<file path="config.mk">
export PLATFORM = sky130hd
export DESIGN_NAME = pong_core
export DESIGN_NICKNAME = d
export VERILOG_FILES = /design/src/rtl/pong_pkg.sv /design/src/rtl/btn_sync.sv /design/src/rtl/pong_core.sv
export SDC_FILE = /design/constraint.sdc
export NUM_CORES = 1
export LEC_CHECK = 0
export CAP_MARGIN = 20
export CORE_UTILIZATION = 53
export DETAILED_ROUTE_END_ITERATION = 7
export PLACE_DENSITY_LB_ADDON = 0.25
export SETUP_SLACK_MARGIN = 0.3
export SYNTH_ARGS = -nofsm -noshare
export SYNTH_HDL_FRONTEND = slang
export SYNTH_SLANG_ARGS = --single-unit
</file>
<file path="constraint.sdc">
create_clock -name clk -period 3.1 [get_ports clk]
set_input_delay 0.31 -clock clk [delete_from_list [all_inputs] [get_ports clk]]
set_output_delay 0.31 -clock clk [all_outputs]
set_load 0.01 [all_outputs]
</file>
<file path="src/rtl/pong_pkg.sv">
// rtl/pong_pkg.sv - shared state encoding, direction bits and geometry helpers
package pong_pkg;

    typedef enum logic [2:0] {
        ST_IDLE  = 3'd0,
        ST_SERVE = 3'd1,
        ST_PLAY  = 3'd2,
        ST_POINT = 3'd3,
        ST_OVER  = 3'd4
    } state_e;

    localparam logic DIR_RIGHT  = 1'b0;
    localparam logic DIR_LEFT   = 1'b1;
    localparam logic DIR_DOWN   = 1'b0;
    localparam logic DIR_UP     = 1'b1;
    localparam logic SIDE_LEFT  = 1'b0;
    localparam logic SIDE_RIGHT = 1'b1;

    function automatic int left_face(input int pad_margin, input int pad_w);
        return pad_margin + pad_w;
    endfunction

    function automatic int right_face(input int h_res, input int pad_margin, input int pad_w);
        return h_res - pad_margin - pad_w;
    endfunction

    // Top/left coordinate that centres an object of 'size' within 'extent'.
    function automatic int centre(input int extent, input int size);
        return (extent - size) / 2;
    endfunction

endpackage

</file>
<file path="src/rtl/btn_sync.sv">
// rtl/btn_sync.sv - two-flop synchroniser for one asynchronous button
module btn_sync (
    input  logic clk,
    input  logic rst_n,
    input  logic d_i,
    output logic q_o
);

    logic meta_q;
    logic sync_q;

    always_ff @(posedge clk or negedge rst_n) begin
        if (!rst_n) begin
            meta_q <= 1'b0;
            sync_q <= 1'b0;
        end else begin
            meta_q <= d_i;
            sync_q <= meta_q;
        end
    end

    assign q_o = sync_q;

endmodule

</file>
<file path="src/rtl/pong_core.sv">
// rtl/pong_core.sv - frame-locked pong engine: paddles, ball, scoring and serve/win FSM
module pong_core
    import pong_pkg::*;
#(
    parameter int H_RES        = 640,
    parameter int V_RES        = 480,
    parameter int POS_W        = 10,
    parameter int PAD_H        = 64,
    parameter int PAD_W        = 8,
    parameter int PAD_MARGIN   = 16,
    parameter int BALL_SIZE    = 8,
    parameter int PAD_STEP     = 4,
    parameter int BALL_STEP    = 2,
    parameter int SERVE_FRAMES = 60,
    parameter int SCORE_W      = 4,
    parameter int WIN_SCORE    = 9
) (
    input  logic               clk,
    input  logic               reset,
    input  logic               frame_tick,
    input  logic               l_up,
    input  logic               l_down,
    input  logic               r_up,
    input  logic               r_down,
    input  logic               serve,
    output logic [POS_W-1:0]   l_pos,
    output logic [POS_W-1:0]   r_pos,
    output logic [POS_W-1:0]   x_ball_pos,
    output logic [POS_W-1:0]   y_ball_pos,
    output logic [SCORE_W-1:0] l_score,
    output logic [SCORE_W-1:0] r_score,
    output logic               game_over,
    output logic               winner,
    output logic [2:0]         game_state
);

    localparam int CNT_W = $clog2(SERVE_FRAMES + 1);

    // One extra bit so that position sums never wrap before comparison.
    typedef logic [POS_W:0]     arith_t;
    typedef logic [POS_W-1:0]   pos_t;
    typedef logic [SCORE_W-1:0] score_t;
    typedef logic [CNT_W-1:0]   cnt_t;

    localparam arith_t LF        = arith_t'(left_face(PAD_MARGIN, PAD_W));
    localparam arith_t RF        = arith_t'(right_face(H_RES, PAD_MARGIN, PAD_W));
    localparam arith_t X_CTR     = arith_t'(centre(H_RES, BALL_SIZE));
    localparam arith_t Y_CTR     = arith_t'(centre(V_RES, BALL_SIZE));
    localparam arith_t PAD_CTR   = arith_t'(centre(V_RES, PAD_H));
    localparam arith_t PAD_MAX   = arith_t'(V_RES - PAD_H);
    localparam arith_t BALL_YMAX = arith_t'(V_RES - BALL_SIZE);
    localparam arith_t HRES      = arith_t'(H_RES);
    localparam arith_t PSTEP     = arith_t'(PAD_STEP);
    localparam arith_t BSTEP     = arith_t'(BALL_STEP);
    localparam arith_t BSIZE     = arith_t'(BALL_SIZE);
    localparam arith_t PADH      = arith_t'(PAD_H);
    localparam arith_t R_SNAP    = RF - BSIZE;
    localparam arith_t R_WIN_LO  = RF - BSIZE - BSTEP;
    localparam arith_t L_WIN_HI  = LF + BSTEP;
    localparam score_t WIN       = score_t'(WIN_SCORE);
    localparam cnt_t   CNT_LAST  = cnt_t'(SERVE_FRAMES - 1);

    logic [4:0] btn_raw;
    logic [4:0] btn_s;
    logic       l_up_s, l_down_s, r_up_s, r_down_s, serve_s;

    assign btn_raw = {serve, r_down, r_up, l_down, l_up};
    assign {serve_s, r_down_s, r_up_s, l_down_s, l_up_s} = btn_s;

    for (genvar g = 0; g < 5; g++) begin : g_sync
        btn_sync u_sync (
            .clk  (clk),
            .rst_n(reset),
            .d_i  (btn_raw[g]),
            .q_o  (btn_s[g])
        );
    end

    state_e state_q, state_d;
    cnt_t   cnt_q, cnt_d;
    pos_t   l_pos_q, l_pos_d, r_pos_q, r_pos_d;
    pos_t   x_q, x_d, y_q, y_d;
    logic   dx_q, dx_d, dy_q, dy_d;
    score_t l_score_q, l_score_d, r_score_q, r_score_d;
    logic   game_over_q, game_over_d;
    logic   winner_q, winner_d;
    logic   scorer_q, scorer_d;
    score_t new_score;

    arith_t xa, ya, lpa, rpa;
    assign xa  = arith_t'(x_q);
    assign ya  = arith_t'(y_q);
    assign lpa = arith_t'(l_pos_q);
    assign rpa = arith_t'(r_pos_q);

    function automatic pos_t paddle_next(input arith_t pos, input logic up, input logic dn);
        if (up && !dn) begin
            return (pos >= PSTEP) ? pos_t'(pos - PSTEP) : '0;
        end else if (dn && !up) begin
            return (pos + PSTEP > PAD_MAX) ? pos_t'(PAD_MAX) : pos_t'(pos + PSTEP);
        end
        return pos_t'(pos);
    endfunction

    function automatic logic overlap(input arith_t y, input arith_t pad);
        return (y + BSIZE > pad) && (y < pad + PADH);
    endfunction

    function automatic score_t sat_inc(input score_t s);
        return (s >= WIN) ? WIN : s + score_t'(1);
    endfunction

    always_comb begin
        state_d     = state_q;
        cnt_d       = cnt_q;
        l_pos_d     = l_pos_q;
        r_pos_d     = r_pos_q;
        x_d         = x_q;
        y_d         = y_q;
        dx_d        = dx_q;
        dy_d        = dy_q;
        l_score_d   = l_score_q;
        r_score_d   = r_score_q;
        winner_d    = winner_q;
        scorer_d    = scorer_q;
        new_score   = '0;

        case (state_q)
            ST_IDLE: begin
                if (serve_s) state_d = ST_SERVE;
            end
            ST_SERVE: begin
                if (frame_tick) begin
                    if (cnt_q == CNT_LAST) state_d = ST_PLAY;
                    else                   cnt_d   = cnt_q + cnt_t'(1);
                end
            end
            ST_PLAY: begin
                if (frame_tick) begin
                    if (dy_q == DIR_DOWN) begin
                        if (ya + BSTEP >= BALL_YMAX) begin
                            y_d  = pos_t'(BALL_YMAX);
                            dy_d = DIR_UP;
                        end else begin
                            y_d  = pos_t'(ya + BSTEP);
                        end
                    end else if (ya <= BSTEP) begin
                        y_d  = '0;
                        dy_d = DIR_DOWN;
                    end else begin
                        y_d  = pos_t'(ya - BSTEP);
                    end

                    // Only the face the ball is travelling toward can be hit or missed.
                    if (dx_q == DIR_RIGHT) begin
                        if (xa >= R_WIN_LO && xa <= R_SNAP && overlap(ya, rpa)) begin
                            x_d  = pos_t'(R_SNAP);
                            dx_d = DIR_LEFT;
                        end else if (xa + BSIZE + BSTEP > HRES) begin
                            state_d  = ST_POINT;
                            scorer_d = SIDE_LEFT;
                        end else begin
                            x_d  = pos_t'(xa + BSTEP);
                        end
                    end else begin
                        if (xa >= LF && xa <= L_WIN_HI && overlap(ya, lpa)) begin
                            x_d  = pos_t'(LF);
                            dx_d = DIR_RIGHT;
                        end else if (xa < BSTEP) begin
                            state_d  = ST_POINT;
                            scorer_d = SIDE_RIGHT;
                        end else begin
                            x_d  = pos_t'(xa - BSTEP);
                        end
                    end
                end
            end
            ST_POINT: begin
                new_score = sat_inc((scorer_q == SIDE_LEFT) ? l_score_q : r_score_q);
                if (scorer_q == SIDE_LEFT) l_score_d = new_score;
                else                       r_score_d = new_score;
                if (new_score == WIN) begin
                    state_d  = ST_OVER;
                    winner_d = scorer_q;
                end else begin
                    state_d = ST_SERVE;
                    dx_d    = (scorer_q == SIDE_LEFT) ? DIR_RIGHT : DIR_LEFT;
                    dy_d    = ~dy_q;
                end
            end
            ST_OVER: begin
                if (serve_s) begin
                    state_d   = ST_IDLE;
                    l_score_d = '0;
                    r_score_d = '0;
                end
            end
            default: state_d = ST_IDLE;
        endcase

        if (frame_tick && (state_q == ST_IDLE || state_q == ST_SERVE || state_q == ST_PLAY)) begin
            l_pos_d = paddle_next(lpa, l_up_s, l_down_s);
            r_pos_d = paddle_next(rpa, r_up_s, r_down_s);
        end

        if (state_q != ST_SERVE) cnt_d = '0;

        if (state_d == ST_SERVE) begin
            x_d = pos_t'(X_CTR);
            y_d = pos_t'(Y_CTR);
        end

        game_over_d = (state_d == ST_OVER);
    end

    always_ff @(posedge clk or negedge reset) begin
        if (!reset) begin
            state_q     <= ST_IDLE;
            cnt_q       <= '0;
            l_pos_q     <= pos_t'(PAD_CTR);
            r_pos_q     <= pos_t'(PAD_CTR);
            x_q         <= pos_t'(X_CTR);
            y_q         <= pos_t'(Y_CTR);
            dx_q        <= DIR_RIGHT;
            dy_q        <= DIR_DOWN;
            l_score_q   <= '0;
            r_score_q   <= '0;
            game_over_q <= 1'b0;
            winner_q    <= SIDE_LEFT;
            scorer_q    <= SIDE_LEFT;
        end else begin
            state_q     <= state_d;
            cnt_q       <= cnt_d;
            l_pos_q     <= l_pos_d;
            r_pos_q     <= r_pos_d;
            x_q         <= x_d;
            y_q         <= y_d;
            dx_q        <= dx_d;
            dy_q        <= dy_d;
            l_score_q   <= l_score_d;
            r_score_q   <= r_score_d;
            game_over_q <= game_over_d;
            winner_q    <= winner_d;
            scorer_q    <= scorer_d;
        end
    end

    assign l_pos      = l_pos_q;
    assign r_pos      = r_pos_q;
    assign x_ball_pos = x_q;
    assign y_ball_pos = y_q;
    assign l_score    = l_score_q;
    assign r_score    = r_score_q;
    assign game_over  = game_over_q;
    assign winner     = winner_q;
    assign game_state = state_q;

endmodule

</file>
---- Word-level counts from Yosys, hierarchy flattened ----
Index checks and enable logic that the tools add are counted.
storage, ports and cells
  register bits ........................... 72
  output and inout port bits .............. 53
  input port bits ......................... 8
  logic and storage cells ................. 180
operators by class
  order comparisons ....................... 17
  reduce and logical (&&, ||, !) cells .... 35
  $add $sub $neg .......................... 15
  bitwise gates (word level) .............. 1
  equality and inequality tests ........... 20
  muxes and demuxes ....................... 69
operator list
  kind                                                                 count
  2-to-1 mux 10 bit                                                    22
  2-to-1 mux 3 bit                                                     11
  2-to-1 mux 6 bit                                                     4
  adder 10 x 3 -> 11 bit (second input constant)                       2
  adder 10 x 4 -> 11 bit (second input constant)                       2
  adder 10 x 7 -> 11 bit (second input constant)                       2
  > comparator 11 x 10 -> 1 bit                                        2
  > comparator 11 x 9 -> 1 bit (second input constant)                 2
  less-than comparator 10 x 11 -> 1 bit                                2
  2-to-1 mux 1 bit                                                     22
  greater-or-equal comparator 10 x 3 -> 1 bit (second input constant)  2
  2-to-1 mux 4 bit                                                     5
  subtractor 10 x 2 -> 10 bit (second input constant)                  2
  subtractor 10 x 3 -> 10 bit (second input constant)                  2
  one-hot mux 4 bit (2 select lines)                                   2
  one-hot mux 3 bit (5 select lines)                                   1
  nonzero test 2 bit                                                   7
  != test 2 bit (second input constant)                                6
  AND reduction 3 bit                                                  4
  adder 10 x 2 -> 11 bit (second input constant)                       1
  adder 11 x 2 -> 11 bit (second input constant)                       1
  greater-or-equal comparator 11 x 9 -> 1 bit (second input constant)  1
  > comparator 11 x 10 -> 1 bit (second input constant)                1
  logical AND 1 bit                                                    11
  26 further kinds                                                     40

---- Depth between registers and ports, before layout ----
  word-level depth ........................ 11
  mapped depth ............................ 12

---- Hierarchy ----
From an unflattened synthesis, not the netlist that was laid out.
unflattened totals
  cell total of the unflattened synthesis .. 683
  area total of the unflattened synthesis .. 5761.8 µm²
modules (own cells, without submodules)
  module     cells an instance  times used  area each (µm²)
  pong_core  673                1           5511.5
  btn_sync   2                  5           50.0

---- Worst setup path after synthesis ----
No wires, ideal clock.
  kind .................................... reg2reg
  start point ............................. register r_pos_q[6], in the netlist r_pos[6]
  end point ............................... register x_q[3], in the netlist x_ball_pos[3]
  path slack .............................. 115 ps
  library setup time ...................... 84 ps
  required time ........................... 3016 ps
  data arrival time ....................... 2901 ps
  cell stages (with the launch flop) ...... 12
  period minus slack after synthesis ...... 2985 ps
  cells stage by stage .................... dfstp_2 clkbuf_1 inv_1 ha_1 inv_1 ha_1 o21a_1 a311oi_1 a31oi_2 a221oi_2 o21ai_1 a221o_1
on the way
  longest elaborated chain between the ends .. 11
  elaborated cells between the ends (all ways) .. 20
ends and longest elaborated chain
  element                                                                        line              RTL
  start, declared                                                                pong_core.sv:81   pos_t l_pos_q, l_pos_d, r_pos_q, r_pos_d;
  start signal, assigned                                                         pong_core.sv:221  r_pos_q <= pos_t'(PAD_CTR);
  start signal, assigned                                                         pong_core.sv:235  r_pos_q <= r_pos_d;
  adder 10 x 7 -> 11 bit                                                         pong_core.sv:106  return (y + BSIZE > pad) && (y < pad + PADH);
  less-than comparator 10 x 11 -> 1 bit                                          pong_core.sv:106
  logical AND 1 bit (*)                                                          pong_core.sv:106
  logical AND 1 bit (*)                                                          pong_core.sv:156  if (xa >= R_WIN_LO && xa <= R_SNAP && overlap(ya, rpa)) begin
  2-to-1 mux 3 bit                                                               pong_core.sv:156
  2-to-1 mux 3 bit                                                               pong_core.sv:155  if (dx_q == DIR_RIGHT) begin
  2-to-1 mux 3 bit                                                               pong_core.sv:139  if (frame_tick) begin
  one-hot mux 3 bit (5 select lines)                                             pong_core.sv:128  case (state_q)
  equality test 3 x 1 -> 1 bit                                                   pong_core.sv:208  if (state_d == ST_SERVE) begin
  != test 4 x 3 -> 1 bit (no line) / nonzero test 2 bit (equally long branches)  n/a
  AND reduction 4 bit (no line)                                                  n/a
  end signal, assigned                                                           pong_core.sv:222  x_q <= pos_t'(X_CTR);
  end, declared                                                                  pong_core.sv:82   pos_t x_q, x_d, y_q, y_d;
Every way passes the cells marked *; elsewhere a longest branch is shown, timed or not. The select of a mux whose other input is x is not followed.
A chain may end at the register's enable or synchronous reset.

---- Final worst setup path ----
Ends and elaborated chain as after synthesis.

==> reports/results.ini <==
[status]
status=finished clean

[routing]
route.antenna.remaining_nets=0
totalWireLength_um=16200
routed_met1_length_um=7010
max_layer_used=met4
drc_errors=0
wire_per_inst_um=18.1
met2WireLength_um=7370
detailedRoute.firstIterationViolations=513
wl_met3_um=1210
vias_per_cell=6.40
drtPass1Iterations=5
via_count=5718

[min_path]
hold_path_class=in2async

[timing]
slew_viol_final=0
setup_tns_ps=0
final_period_minus_worst_setup_slack_ps=2940
report.final.hold_viol_count=0
achievable-frequency_mhz=340
final.setup_skew_ps=19.2
finalSetupViolations=0
postLayoutSetupSlackWorst_ps=161
post-route-period-util_pct=94.8
timing_worst_slew_pin_value_ps=801
max_slew_margin_pct=46.0
grt_setup_unrepaired=yes

[worst_setup_path]
setup.worst_path.class=reg2reg
crit_path_max_fanout=8
timing.reg2reg.setup_slack_ps=160
max_stage_delay_ps=630
critical_path.reg2reg.startpoint=r_pos[6]
timing.critical_path.required_ps=3390
worstPathCellList=nand3_2, xnor2_2, ha_1, a21oi_2, o2111ai_2, a311oi_4, a31oi_4, a221oi_2, o21ai_1, a221o_1
cp_data_arrival_time_ps=3230
cp_slowest_cell=sky130_fd_sc_hd__dfstp_2
worst_setup_path_start_kind=flop
rr_endpoint=x_ball_pos[3]
cp-startpoint=r_pos[6]
crit_path_end=x_ball_pos[3]
worst_setup_path_end_kind=flop
timing.reg2reg.worst_path_depth=10

[final_layout]
drive_above_1_share_pct=20.8
multi_input_gate_area_um2=3980
area_growth_pct=21.9
layout.cells.non_filler=894
fin_util_pct=67.4
register_area_um2=1670
finish.net_count=816
nFillCells=854
num_antenna_cells=0
finish.instance_area_um2=7050

[place]
dpl.cell_count=853
dp_slack_ps=74.7
instance_area_after_placement_um2=6400
portBuffers=54
dpl.hpwl_um=11300
finalWeightedCongestion=0.938

[die]
die_area_um2=11300
placeableCoreArea_um2=10500
floorplan.rows=37
floorplan.die.height_um=106
die_w_um=106
number_of_top_level_pins=61
initial_core_util_pct=55.3

[synthesis]
synth.avg_cell_area_um2=8.45
yosys_most_used_dff=sky130_fd_sc_hd__dfrtp_1
yosys.area.top_type=sky130_fd_sc_hd__dfrtp_1
synth_top_cell_area_share_pct=21.6
syn_inst=685
synthesized_flop_and_latch_total=66
synth_enable_flop_cells=0
ys_seq_area_share_pct=28.9
synthesis.area_um2=5790
synthArstFlopShare_pct=100
synth.area.top_cells=sky130_fd_sc_hd__dfrtp_1, sky130_fd_sc_hd__ha_1, sky130_fd_sc_hd__dfstp_2, sky130_fd_sc_hd__o21ai_0, sky130_fd_sc_hd__a21oi_1
synth_cell_type_count=87
yosys_warnings=0

[clock_network]
clock_insertion_delay_worst_skew_ps=370
numCtsBuffers=9
cts_max_level=3
number_of_buffers_on_the_longest_clock_path=2
cts_tree=yes
cts.clk_slew.worst_paths_ps=80
cts.root.buffer_cell=sky130_fd_sc_hd__clkbuf_8
clock_sinks=66
cts.hold.buffers_added=0

[global_routing]
global_route_wire_length_before_repair_um=26600
largest_net_degree_at_the_start_of_global_routing=37
number_of_global_route_vias_before_repair=5426
global_route.overflow_total=0
antenna_found_initial=0
grt_usage_pct=29.5

[power]
worst_case_vdd_ir_drop_mv=0.444
power_density_nw_per_um2=554
cellLeakagePower_nw=2.87

[flow_run]
cap_viol_max_count=0

## cell usage in the layout (no fill, tap or decap), types with 10 or more instances in the layout
master                            instances
sky130_fd_sc_hd__clkdlybuf4s50_1         53
sky130_fd_sc_hd__dfrtp_1                 48
sky130_fd_sc_hd__a21oi_1                 38
sky130_fd_sc_hd__o21ai_0                 49
sky130_fd_sc_hd__nand3_1                 26
sky130_fd_sc_hd__nand4_1                 11
sky130_fd_sc_hd__nor2_1                  52
sky130_fd_sc_hd__buf_4                   41
sky130_fd_sc_hd__ha_1                    47
sky130_fd_sc_hd__nand2_1                 54
sky130_fd_sc_hd__mux2_2                  12
sky130_fd_sc_hd__dfstp_2                 16
sky130_fd_sc_hd__nor3_1                  21
sky130_fd_sc_hd__inv_1                   42
sky130_fd_sc_hd__clkbuf_8                10
sky130_fd_sc_hd__xnor2_1                 12
## logic make-up after synthesis
family,Yosys count,share of synthesized area (%)
buf+inv,90,7.92
mux,22,4.13
compound gates,204,24.5
simple gates,224,19.1
flops,66,28.9
fa+ha+maj,55,11.9
xor+xnor,23,3.48
other cells,1,0.0648
## power by group
part	internal [mW]	switching, mW	total (mW)
registers	1.01	0.238	1.25
logic	0.912	1.07	1.98
clock network	0.312	0.374	0.685
## worst min-delay path by stage
stage | to | slack, ps | cells past startpoint
after global placement | g_sync[1].u_sync.q_o | 330 | 0
final | l_pos[2] | 3 | 1
after floorplan | cnt_q[0] | 10 | 0
after global routing | l_pos[2] | 40 | 1
after CTS | l_pos[2] | 20 | 1
after detailed placement | g_sync[4].u_sync.q_o | 340 | 0
## timing repair
action                                  CTS  global route
resized for setup                        16            39
buffers inserted                         14            11
pin swaps                                10            28
cloned                                    0             0
endpoints found under the setup margin    9            18
## area by class of cell
class,count,area share [%]
clock buffer,10,1.95
clock inverter,6,0.585
inverter,44,2.39
multi-input combinational,534,56.4
sequential,66,23.7
tap,136,2.41
timing repair buffer,98,12.6
## registers in the layout, summed over array words and instances, names as in the netlist, 5 cells and up
signal	count
l_pos	8
x_ball_pos	9
g_sync.u_sync.q_o	5
cnt_q	6
r_pos	8
g_sync.u_sync.meta_q	5
y_ball_pos	9
## synth_stat cells (all sizes together), types with 6 or more instances
| master | number |
|---|---|
| a311oi | 7 |
| a221oi | 6 |
| a21oi | 47 |
| inv | 44 |
| o31ai | 6 |
| nor2 | 56 |
| xnor2 | 15 |
| or3 | 6 |
| nand2 | 56 |
| dfrtp | 50 |
| xor2 | 8 |
| o211ai | 7 |
| o221ai | 6 |
| a31oi | 8 |
| mux2i | 10 |
| and3 | 8 |
| ha | 55 |
| dfstp | 16 |
| nand4 | 11 |
| mux2 | 12 |
| nor2b | 6 |
| clkbuf | 23 |
| nor3 | 23 |
| buf | 22 |
| nand3 | 31 |
| o22ai | 8 |
| o21ai | 55 |
## through the flow
step	hold slack, ps	power [mW]
final	2.83	3.91
after global routing	39.7	4.18
after floorplan	14.4	2.42
after detailed placement	336	2.96
after CTS	17.0	3.73
after global placement	333	2.89
## per-layer routing
metal | vias up | track usage [%]
li1 | 2650 | -
met5 | - | 0
met1 | 2719 | 40.1
met2 | 298 | 45.7
met4 | 0 | 13.0
met3 | 51 | 5.64
## critical path: cells and delay by family (launching register included)
kind            cells  cell delay (ps)
compound gates      7             1660
flops               1              630
fa+ha+maj           1              310
xor+xnor            1              160
simple gates        1              110
No activity file was read; power rests on OpenSTA's default activity.
